<file path="src/rtl/multibyte_add_sequencer.sv">
// -----------------------------------------------------------------------------
// multibyte_add_sequencer
//
// Performs one unsigned add of 8*NBYTES bits by stepping an external clocked
// 8-bit byte adder through the operand bytes, least-significant byte first.
// Each byte step holds its operands for ADDER_LAT+1 cycles. At the last edge of
// the step the byte sum is captured into the wide result, and the carry-out is
// forwarded as the carry-in of the next byte.
//
// Ports
//   clk, rst_n              clock, asynchronous active-low reset
//   start_valid/ready       request handshake (ready only while idle)
//   op_a, op_b, op_cin      wide operands and carry into byte 0
//   add_a, add_b, add_cin   byte operands driven to the byte adder
//   add_sum, add_cout       byte adder result
//   res_valid/ready         result handshake
//   res_sum, res_cout       assembled sum (mod 2^(8*NBYTES)) and final carry
//
// Every output comes straight from a flop, so there is no combinational path
// from any input to any output.
// -----------------------------------------------------------------------------
module multibyte_add_sequencer #(
  parameter int NBYTES    = 4,
  parameter int ADDER_LAT = 1
) (
  input  logic                clk,
  input  logic                rst_n,
  input  logic                start_valid,
  output logic                start_ready,
  input  logic [8*NBYTES-1:0] op_a,
  input  logic [8*NBYTES-1:0] op_b,
  input  logic                op_cin,
  output logic [7:0]          add_a,
  output logic [7:0]          add_b,
  output logic                add_cin,
  input  logic [7:0]          add_sum,
  input  logic                add_cout,
  output logic                res_valid,
  input  logic                res_ready,
  output logic [8*NBYTES-1:0] res_sum,
  output logic                res_cout
);

  localparam int W  = 8 * NBYTES;
  localparam int KW = (NBYTES > 1) ? $clog2(NBYTES) : 1;
  localparam int SW = (ADDER_LAT > 0) ? $clog2(ADDER_LAT + 1) : 1;
  localparam logic [KW-1:0] K_LAST = KW'(NBYTES - 1);
  localparam logic [SW-1:0] S_LAST = SW'(ADDER_LAT);

  typedef enum logic [1:0] {
    S_IDLE,
    S_RUN,
    S_DONE
  } state_t;

  state_t          r_state, w_state;
  logic [W-1:0]    r_a, w_a;
  logic [W-1:0]    r_b, w_b;
  logic [KW-1:0]   r_k, w_k;
  logic [SW-1:0]   r_step, w_step;
  logic [7:0]      r_add_a, w_add_a;
  logic [7:0]      r_add_b, w_add_b;
  logic            r_add_cin, w_add_cin;
  logic [W-1:0]    r_res_sum, w_res_sum;
  logic            r_res_cout, w_res_cout;
  logic            r_res_valid, w_res_valid;
  logic            r_start_ready, w_start_ready;

  // Next-state and next-output logic.
  always_comb begin
    // NOTE: every signal gets a default first so no path through the case
    // leaves one unassigned, which would otherwise infer a latch.
    w_state    = r_state;
    w_a        = r_a;
    w_b        = r_b;
    w_k        = r_k;
    w_step     = r_step;
    w_add_a    = r_add_a;
    w_add_b    = r_add_b;
    w_add_cin  = r_add_cin;
    w_res_sum  = r_res_sum;
    w_res_cout = r_res_cout;

    unique case (r_state)
      S_IDLE: begin
        if (start_valid) begin
          w_state   = S_RUN;
          w_a       = op_a;
          w_b       = op_b;
          w_k       = '0;
          w_step    = '0;
          w_add_a   = op_a[7:0];
          w_add_b   = op_b[7:0];
          w_add_cin = op_cin;
        end
      end

      S_RUN: begin
        if (r_step != S_LAST) begin
          w_step = r_step + 1'b1;
        end else begin
          // Last edge of this byte step: the adder result is valid now.
          w_step = '0;
          w_res_sum[8*r_k +: 8] = add_sum;
          if (r_k != K_LAST) begin
            w_k       = r_k + 1'b1;
            w_add_a   = r_a[8*w_k +: 8];
            w_add_b   = r_b[8*w_k +: 8];
            w_add_cin = add_cout;
          end else begin
            w_k        = '0;
            w_res_cout = add_cout;
            w_state    = S_DONE;
            w_add_a    = '0;
            w_add_b    = '0;
            w_add_cin  = 1'b0;
          end
        end
      end

      S_DONE: begin
        if (res_ready) w_state = S_IDLE;
      end

      default: w_state = S_IDLE;
    endcase

    // Handshake flags are registered decodes of the next state.
    w_start_ready = (w_state == S_IDLE);
    w_res_valid   = (w_state == S_DONE);
  end

  // State register.
  always_ff @(posedge clk or negedge rst_n) begin
    // NOTE: the operand latches are plain data registers but are reset anyway,
    // so an abandoned operation leaves nothing behind for the next request.
    if (!rst_n) begin
      r_state       <= S_IDLE;
      r_a           <= '0;
      r_b           <= '0;
      r_k           <= '0;
      r_step        <= '0;
      r_add_a       <= '0;
      r_add_b       <= '0;
      r_add_cin     <= 1'b0;
      r_res_sum     <= '0;
      r_res_cout    <= 1'b0;
      r_res_valid   <= 1'b0;
      r_start_ready <= 1'b1;
    end else begin
      // NOTE: non-blocking assignments so every flop samples the values from
      // before this edge, independent of statement order.
      r_state       <= w_state;
      r_a           <= w_a;
      r_b           <= w_b;
      r_k           <= w_k;
      r_step        <= w_step;
      r_add_a       <= w_add_a;
      r_add_b       <= w_add_b;
      r_add_cin     <= w_add_cin;
      r_res_sum     <= w_res_sum;
      r_res_cout    <= w_res_cout;
      r_res_valid   <= w_res_valid;
      r_start_ready <= w_start_ready;
    end
  end

  assign start_ready = r_start_ready;
  assign add_a       = r_add_a;
  assign add_b       = r_add_b;
  assign add_cin     = r_add_cin;
  assign res_valid   = r_res_valid;
  assign res_sum     = r_res_sum;
  assign res_cout    = r_res_cout;

endmodule

</file>
<file path="config.mk">
export PLATFORM = sky130hd
export DESIGN_NAME = multibyte_add_sequencer
export DESIGN_NICKNAME = d
export VERILOG_FILES = /design/src/rtl/multibyte_add_sequencer.sv
export SDC_FILE = /design/constraint.sdc
export NUM_CORES = 1
export LEC_CHECK = 0
export ABC_AREA = 1
export CORE_MARGIN = 1
export CORE_UTILIZATION = 50
export DETAILED_ROUTE_END_ITERATION = 10
export GPL_ROUTABILITY_DRIVEN = 0
export PLACE_DENSITY_LB_ADDON = 0.3
export SETUP_SLACK_MARGIN = 0.05
export SLEW_MARGIN = 20
export SYNTH_ARGS = -nofsm -noshare
export SYNTH_HDL_FRONTEND = slang
export SYNTH_SLANG_ARGS = --single-unit
</file>
<file path="constraint.sdc">
create_clock -name clk -period 2.8 [get_ports clk]
set_clock_uncertainty 0.2 [all_clocks]
set_input_delay 0.56 -clock clk [delete_from_list [all_inputs] [get_ports clk]]
set_output_delay 0.56 -clock clk [all_outputs]
set_load 0.05 [all_outputs]
</file>
Yosys cells after proc, flatten, opt, wreduce, memory -nomap -nowiden
Cells that the tools add are included.
W data, S select, Z words.
{"block": "totals", "reg_bits": 121, "out_inout_bits": 52, "elab_cells": 59}
{"block": "classes", "n_addsub": 3, "eq_ne": 6, "shift": 4, "mux": 25, "bitwise": 1, "reduce_logical": 8}
{"operator": "$shiftx A32 B6 Y8", "count": 2}
{"operator": "$mux W8", "count": 6}
{"operator": "$neg A5 Y34", "count": 1}
{"operator": "$shift A8 B34 Y32 const A", "count": 1}
{"operator": "$shiftx A8 B34 Y32", "count": 1}
{"operator": "$bwmux W32", "count": 1}
{"operator": "$pmux W8 S2", "count": 2}
{"operator": "$mux W2", "count": 7}
{"operator": "$ne A2 B2 Y1 const B", "count": 3}
{"operator": "$pmux W2 S3", "count": 1}
{"operator": "$reduce_and A2 Y1", "count": 3}
{"operator": "$reduce_and A3 Y1", "count": 2}
{"operator": "$mux W1", "count": 5}
{"operator": "$eq A2 B2 Y1 const B", "count": 2}
{"operator": "$logic_not A2 Y1", "count": 2}
{"operator": "$pmux W1 S2", "count": 2}
{"operator": "$pmux W2 S2", "count": 1}
{"operator": "$add A2 B1 Y2 const B", "count": 1}
{"operator": "$eq A2 B1 Y1 const B", "count": 1}
{"operator": "$reduce_bool A2 Y1", "count": 1}
{"operator": "$add A1 B1 Y1 const B", "count": 1}
{"operator": "$not A1 Y1", "count": 1}

Logic depth before layout (Yosys ltp)
Gate-level depths: netlist of run 1.
{"block": "depth", "ltp_word": 5, "ltp_mapped": 11}

Worst setup path after synthesis of run 1
Ideal clock, no wire load.
{"block": "synth_path", "path_kind": "flip-flop to flip-flop", "startpoint": "register r_k[0]", "endpoint": "register r_res_sum[0], in the netlist res_sum[0]", "setup_time_ps": 67, "arrival_ps": 1866, "required_time_ps": 2533, "path_slack_ps": 667, "stages_incl_launch_ff": 11, "path_buffers": 3, "period_less_slack_ps": 2133, "cell_sequence": "dfrtp_1 > buf_2 > inv_2 > buf_2 > ha_1 > buf_6 > inv_2 > nand2_1 > nor2_1 > nand3_1 > nand2_1"}
{"block": "synth_via", "elab_chain_cells": 3, "word_cells_on_any_way": 4, "classes_between": "add/sub: 1; shift: 2; mux: 1"}
{"item": "start, declared", "line_no": "59", "text": "logic [KW-1:0] r_k, w_k;"}
{"item": "start signal, assigned", "line_no": "156", "text": "r_k <= w_k;"}
{"item": "$neg A5 Y34 (*)", "line_no": "104", "text": "w_res_sum[8*r_k +: 8] = add_sum;"}
{"item": "$shiftx A8 B34 Y32 or $shift A8 B34 Y32 (tied branches)", "line_no": "104"}
{"item": "$bwmux W32 (*)", "line_no": "104"}
{"item": "end signal, assigned", "line_no": "161", "text": "r_res_sum <= w_res_sum;"}
{"item": "end, declared", "line_no": "64", "text": "logic [W-1:0] r_res_sum, w_res_sum;"}
Mark *: on every way between the ends. The rest lies on a longest branch, timed or not.
A chain may end at the register's enable or synchronous reset.

Worst setup path after layout of run 1
{"block": "layout_path", "startpoint": "register r_start_ready, in the netlist start_ready", "endpoint": "output port start_ready"}
{"item": "start, declared", "line_no": "67", "text": "logic r_start_ready, w_start_ready;"}
{"item": "start signal, assigned", "line_no": "164", "text": "r_start_ready <= w_start_ready;"}
{"item": "end, declared", "line_no": "29", "text": "output logic start_ready,"}
No word-level cell between the ends.

==> results of run 1 <==
final timing paths:
kind                             start           to  slack, ns  cells past startpoint
min reg2reg                   res_cout     res_cout       0.29                      2
min                           res_cout     res_cout       0.29                      2
min in group asynchronous        rst_n      r_a[28]       0.37                      2
max reg2reg                     r_k[1]   res_sum[5]       0.68                      7
max in group asynchronous        rst_n  start_ready       1.21                      3
max                        start_ready  start_ready       0.23                      1
cell families after synthesis:
family,share of synthesized area [%]
simple gates,24.5
compound gates,10.6
fa+ha+maj,1.33
flops,53.8
buf+inv,9.74
routing by layer:
metal / share of wire (%) / GRT usage [%] / up-vias
met5: 0 / 0 / -
met4: 1.9 / 10.4 / 0
met3: 6.3 / 5.36 / 27
met2: 50 / 42.9 / 206
met1: 42 / 32.6 / 2439
li1: - / - / 2456
sequential cells by signal (all words and copies together) (netlist names):
signal / count
r_a: 32
r_b: 32
res_sum: 32
add_a: 8
add_b: 8
r_k: 2
r_state: 2
add_cin: 1
r_step: 1
res_cout: 1
res_valid: 1
start_ready: 1
placed cells by master (no fill, tap or decap), drive strengths merged:
master and count:
a21oi 16, a31oi 1, buf 11, clkbuf 25, clkdlybuf4s50 128, clkinv 3, dfrtp 120, dfstp 1
dlygate4sd3 1, ha 6, inv 92, nand2 234, nand3 52, nand4 16, nor2 30, o21ai 99
o31ai 2
cells in the mapped netlist, types with 2 or more instances:
library cell  number
clkbuf_1           4
nor2_4             2
buf_1              2
clkbuf_2           6
nor2_1            27
nand2_1          233
inv_2              2
buf_2             18
a21oi_1           16
ha_1               6
buf_4              2
buf_6              4
o31ai_1            2
inv_1             90
nand3_1           51
dfrtp_1          120
o21ai_0           99
nand4_1           16
cell type report:
cell class,instances,area (sq um)
clock buffer,25,504
clock inverter,3,15.0
fill,900,3370
inverter,92,345
multi-input combinational,456,2050
sequential,121,3030
tap,140,175
timing repair buffer,140,1400
report_power, final:
part / total, mW / switching [mW] / internal, mW
clock: 1.92 / 0.714 / 1.20
sequential: 2.93 / 0.350 / 2.58
combinational: 5.09 / 3.50 / 1.59
per-stage QoR:
stage / hold WS (ns) / worst slack (ns) / util [%]
3_3_place_gp: 0.263 / 0.709 / 64.2
3_5_place_dp: 0.281 / 0.668 / 64.2
6_report: 0.293 / 0.225 / 69.0
4_1_cts: 0.292 / 0.206 / 69.0
2_1_floorplan: 0.0644 / 0.667 / -
5_1_grt: 0.326 / 0.200 / 69.0
what timing repair did:
| action | in CTS | in global routing |
|---|---|---|
| hold buffers | 1 | 0 |
| endpoints found under the setup margin | 0 | 0 |
| hold endpoints to repair | 42 | 0 |
==> impl_metrics.toml, run 1 <==
[grt]
grt_start_max_net_pins = 129
overflow = 0
track_usage_pct = 25.7
grt_pass1_vias = 4935
grt_pass1_wl_um = 23300
antenna_found_initial = 0

[worst_setup_path]
worstPathArrival_ns = 1.81
critPathBufInv = 1
crit_fanout = 1
crit_family = "buffers and inverters"
path_cells = "clkdlybuf4s50_1"
critical_path.max_stage_delay_ns = 0.79
end_kind = "primary output"
cp.required_ns = 2.04
worstSetupStartpointType = "register"
crit_type = "register to primary output"
crit_path_top_delay_cell = "clkdlybuf4s50_1"

[hold_path]
worstHoldPathType = "register to register"

[synthesis]
syn_inst = 705
avgSynthCellArea_sq_um = 7.98
synth_edf_count = 0
synthTopCellsByArea = "dfrtp_1 53%, nand2_1 16%, o21ai_0 8.8%"
syn_nets = 789
synth_seq_cells = 121
synth_warnings = 0
synth.largest_area_cell = "dfrtp_1"
synth-seq-area-share_pct = 53.8
synth_top_area_share_pct = 53.4
synthArstFlopShare_pct = 100
synth_ff_type = "dfrtp_1"
yosys.cell_types.count = 23
synth_area_sq_mm = 0.00563

[sta]
report.final.slew_viol_count = 0
setup_viol_count_final = 0
setup-tns-final_ns = 0
finalCritPeriodShare_pct = 91.9
rsz0062_at_grt = "false"
finalCriticalPeriod_ns = 2.57
max_clock_freq_ghz = 0.388
hold_viol = 0
worst_pin_slew_ns = 0.560
slew_headroom_pct = 62.7

[cts]
postCtsSetupBuffers = 0
clockBufferDepth = 2
cts_resized = 0
cts-buffers-inserted = 17
clkSlewWorstSetupHoldPaths_ns = 0.05
insertion_delay_ns = 0.51
clockRootBuffer = "clkbuf_8"
htree_levels = 4
tritoncts = "built"
cts.sinks = 121

[placed_design]
place_inst = 948
hpwl_um = 9480
dpl_cell_area_sq_mm = 0.00699
io_buffers = 129

[status]
status = "completed"

[floorplan]
rows = 38
dieArea_sq_mm = 0.0117
core_sq_mm = 0.0109
die_width_um = 108
die_y_um = 108
initial_core_util_pct = 51.7
boundaryPins = 130

[route]
dr.pass1.iters = 5
ant_nets = 0
num_vias = 5128
wl_um = 14100
wl_per_cell_um = 14.5
via_per_inst = 5.25
detail_route.iter0.violations = 329
drc_errors = 0

[pwr]
vdd_drop_max_mv = 0.901
p_per_area_mw_per_mm2 = 1320
p_leak_nw = 3.70
power_mw = 9.94

[finish]
final_cells = 977
drive_gt1_share_pct = 5.62
final_area_sq_mm = 0.00752
fin_nets = 912
antenna_cells = 0
area_growth_pct = 33.6

[flow_run]
maxCapViolations = 0
Power figures use the tool's default switching activity.
==> inputs of run 2 (changes only) <==
- HOLD_SLACK_MARGIN: not set -> 0.12
- clock period: 2.8 -> 2.9 ns (I/O delays scaled with it)
==> impl_metrics.toml, run 2 (synthesized netlist as in run 1, its figures left out) <==
[cts]
cts_resized = 0
clockRootBuffer = "clkbuf_8"
insertion_delay_ns = 0.52
cts.sinks = 121
htree_levels = 4
clockBufferDepth = 2
clkSlewWorstSetupHoldPaths_ns = 0.05
cts-buffers-inserted = 17
tritoncts = "built"

[placed_design]
place_inst = 947
io_buffers = 129
dp_slack_ns = 0.578
hpwl_um = 9670

[floorplan]
die_width_um = 108
boundaryPins = 130
core_sq_mm = 0.0109
initial_core_util_pct = 51.7
dieArea_sq_mm = 0.0117
die_y_um = 108
rows = 38

[pwr]
clockPowerShare_pct = 21.4
switching_power_mw = 4.44
seqPwrFrac_pct = 28.7
p_leak_nw = 3.73
p_per_area_mw_per_mm2 = 1300
intPower_mw = 5.43
swShare_pct = 45.0
pwr-share-comb_pct = 49.9
vdd_drop_max_mv = 0.738

[route]
wl_per_cell_um = 14.6
ant_nets = 0
num_vias = 5116
wl_um = 14300
via_per_inst = 5.23
dr.pass1.iters = 5
detail_route.iter0.violations = 273
drc_errors = 0

[finish]
layout_commonest_cell = "nand2_1"
fin_nets = 911
antenna_cells = 0
final_util_pct = 69.6
drive_gt1_share_pct = 5.60
area_growth_pct = 34.8
final_cell_mix = "233 x nand2_1, 128 x clkdlybuf4s50_1, 119 x dfrtp_1"
final_cells = 979

[grt]
grt_pass1_vias = 4962
overflow = 0
track_usage_pct = 26.0
grt_start_max_net_pins = 129
grt_pass1_wl_um = 23200
antenna_found_initial = 0

[worst_setup_path]
crit_fanout = 1
crit_path_top_delay_cell = "clkdlybuf4s50_1"
worstPathArrival_ns = 1.81
critPathBufInv = 1
critical_path.max_stage_delay_ns = 0.79
end_kind = "primary output"
path_cells = "clkdlybuf4s50_1"
crit_family = "buffers and inverters"
crit_type = "register to primary output"
worstSetupStartpointType = "register"
cp.required_ns = 2.12

[sta]
finalCriticalPeriod_ns = 2.59
slew_headroom_pct = 51.5
max_clock_freq_ghz = 0.386
finalCritPeriodShare_pct = 89.3
worst_pin_slew_ns = 0.725
setup-tns-final_ns = 0
hold_viol = 0
setup_viol_count_final = 0
rsz0062_at_grt = "false"
fin_ws_ns = 0.310
hold_slack_ns = 0.271
report.final.slew_viol_count = 0

[status]
status = "completed"

[flow_run]
maxCapViolations = 0

[hold_path]
worstHoldPathType = "register to register"
-- run 2: cell types whose count changed in the layout (fill, tap and decap cells not counted) --
cell and delta:
bufinv_16 +4, buf_4 -1, clkbuf_8 -5, clkbuf_1 +2, clkinvlp_4 +1, clkinv_2 +1
-- run 2: timing repair --
| action | CTS | global route |
|---|---|---|
| hold buffers | 1 | 0 |
| endpoints found under the hold margin | 41 | 0 |
| buffers inserted | 0 | 0 |
-- run 2: through the flow --
stage	total power, mW	cell area (sq um)
2_1_floorplan	6.29	5630
3_3_place_gp	7.56	6980
3_5_place_dp	7.75	6980
4_1_cts	9.90	7580
5_1_grt	10.5	7580
6_report	9.87	7580
-- run 2: area by class of cell --
cell class | instances | area, sq um
fill | 891 | 3310
sequential | 121 | 3030
multi-input combinational | 456 | 2050
timing repair buffer | 139 | 1390
clock buffer | 22 | 443
inverter | 92 | 345
tap | 140 | 175
clock inverter | 9 | 148
-- run 2: power by group through the flow --
stage	registers (mW)	clock network [mW]	logic, mW
after floorplan	3.91	0	2.38
after global placement	2.83	0	4.73
after detailed placement	2.86	0	4.89
after CTS	2.83	2.14	4.93
after global routing	2.89	2.22	5.41
final	2.83	2.11	4.92
-- run 2: path summary, 6_finish.rpt --
path                             start          end  slack (ns)  cells past startpoint
max reg2reg                     r_k[1]   res_sum[4]        0.69                      7
min reg2reg                   res_cout     res_cout        0.27                      2
min                           res_cout     res_cout        0.27                      2
max                        start_ready  start_ready        0.31                      1
max in group asynchronous        rst_n  res_sum[29]        1.34                      3
min in group asynchronous        rst_n      r_a[25]        0.41                      2
-- run 2: layer usage --
layer | up-vias | track usage, % | part of all wire [%]
met2 | 201 | 43.8 | 51
met3 | 25 | 5.00 | 6.5
li1 | 2463 | - | -
met4 | 0 | 10.4 | 1.7
met1 | 2427 | 32.8 | 41
met5 | - | 0 | 0
==> inputs of run 3 (changes only) <==
- PLACE_DENSITY: not set -> 0.8
- PLACE_DENSITY_LB_ADDON: 0.3 -> not set
==> impl_metrics.toml, run 3 (synthesized netlist as in run 1, its figures left out) <==
[sta]
report.final.slew_viol_count = 0
setup-tns-final_ns = 0
max_clock_freq_ghz = 0.384
worst_pin_slew_ns = 0.710
setup_viol_count_final = 0
finalCriticalPeriod_ns = 2.60
slew_headroom_pct = 52.5
hold_viol = 0
rsz0062_at_grt = "false"
hold_slack_ns = 0.285
finalCritPeriodShare_pct = 89.8

[pwr]
swShare_pct = 45.4
p_per_area_mw_per_mm2 = 1300
clockPowerShare_pct = 21.2
intPower_mw = 5.39
p_leak_nw = 3.73
vdd_drop_max_mv = 0.632
pwr-share-comb_pct = 49.9
switching_power_mw = 4.48
seqPwrFrac_pct = 28.9

[finish]
layout_commonest_cell = "nand2_1"
seq_area_sq_mm = 0.00303
final_cell_mix = "233 x nand2_1, 128 x clkdlybuf4s50_1, 119 x dfrtp_1"
final_area_sq_mm = 0.00758
area_growth_pct = 34.7
drive_gt1_share_pct = 5.71
fin_nets = 911
antenna_cells = 0
multi_input_area_sq_mm = 0.00205
fillCellCount = 843

[grt]
overflow = 0
track_usage_pct = 28.1
grt_start_max_net_pins = 88
antenna_found_initial = 0
grt_pass1_vias = 5341
grt_pass1_wl_um = 25200

[cts]
insertion_delay_ns = 0.52
cts-buffers-inserted = 17
clockRootBuffer = "clkbuf_8"
hold_buffers = 1
clockBufferDepth = 2
tritoncts = "built"
clkSlewWorstSetupHoldPaths_ns = 0.06
postCtsSetupBuffers = 0
htree_levels = 4
cts_resized = 0
cts.sinks = 121

[worst_setup_path]
path_cells = "clkdlybuf4s50_1"
cp.required_ns = 2.12
crit_fanout = 1
worstSetupStartpointType = "register"
crit_type = "register to primary output"
critical_path.max_stage_delay_ns = 0.79
crit_family = "buffers and inverters"
crit_path_top_delay_cell = "clkdlybuf4s50_1"
worstPathArrival_ns = 1.82
end_kind = "primary output"
critPathBufInv = 1

[route]
via_per_inst = 5.33
ant_nets = 0
dr.pass1.iters = 4
wl_per_cell_um = 15.2
num_vias = 5227
drc_errors = 0
wl_um = 14900
detail_route.iter0.violations = 292

[floorplan]
die_y_um = 108
core_sq_mm = 0.0109
initial_core_util_pct = 51.7
die_width_um = 108
dieArea_sq_mm = 0.0117
boundaryPins = 130
rows = 38

[placed_design]
hpwl_um = 9710
io_buffers = 129
dpl_cell_area_sq_mm = 0.00698

[status]
status = "completed"

[hold_path]
worstHoldPathType = "register to register"

[flow_run]
maxCapViolations = 0
## run 3: cell count changes in the layout (fill, tap and decap cells not counted), sizes merged
cell    before  now
clkbuf      22   24
bufinv       4    3
## run 3: stage by stage
stage	util (%)	total power [mW]	setup slack (ns)	cells
floorplan	-	6.29	0.767	705
global placement	64.1	7.55	0.675	947
detailed placement	64.1	7.72	0.615	947
CTS	69.6	9.91	0.263	980
global route	69.6	10.6	0.251	980
finish	69.6	9.87	0.297	980
## run 3: layer usage
layer | global-route usage [%] | share of wire [%] | vias up
li1 | - | - | 2461
met1 | 34.0 | 40 | 2476
met2 | 47.1 | 49 | 248
met3 | 6.51 | 7.3 | 42
met4 | 13.5 | 3.1 | 0
met5 | 0 | 0 | -
## run 3: layout make-up
type	instances	share of cell area, %
repair buffers	139	18.4
inverters	92	4.56
well taps	140	2.31
clock buffers	24	6.21
multi-input cells	456	27.0
clock inverters	8	1.55
flip-flops and latches	121	40.0
## run 3: worst min-delay path: cells and delay by family (launching register included)
kind | cells | cell delay, ns
and+or+nand+nor | 2 | 0.10
DFF | 1 | 0.35
## run 3: path summary, 6_finish.rpt
path	start	to	slack (ns)	depth (start not counted)
max	start_ready	start_ready	0.30	1
min	res_cout	res_cout	0.29	2
max reg2reg	r_k[0]	res_sum[4]	0.64	7
min reg2reg	res_cout	res_cout	0.29	2
max in group asynchronous	rst_n	start_ready	1.33	3
min in group asynchronous	rst_n	r_a[24]	0.36	2
## run 3: power by group through the flow
stage | clock network [mW] | registers, mW | logic (mW)
6_report | 2.09 | 2.85 | 4.93
5_1_grt | 2.20 | 2.93 | 5.43
4_1_cts | 2.12 | 2.85 | 4.94
3_5_place_dp | 0 | 2.86 | 4.86
3_3_place_gp | 0 | 2.83 | 4.71
2_1_floorplan | 0 | 3.91 | 2.38
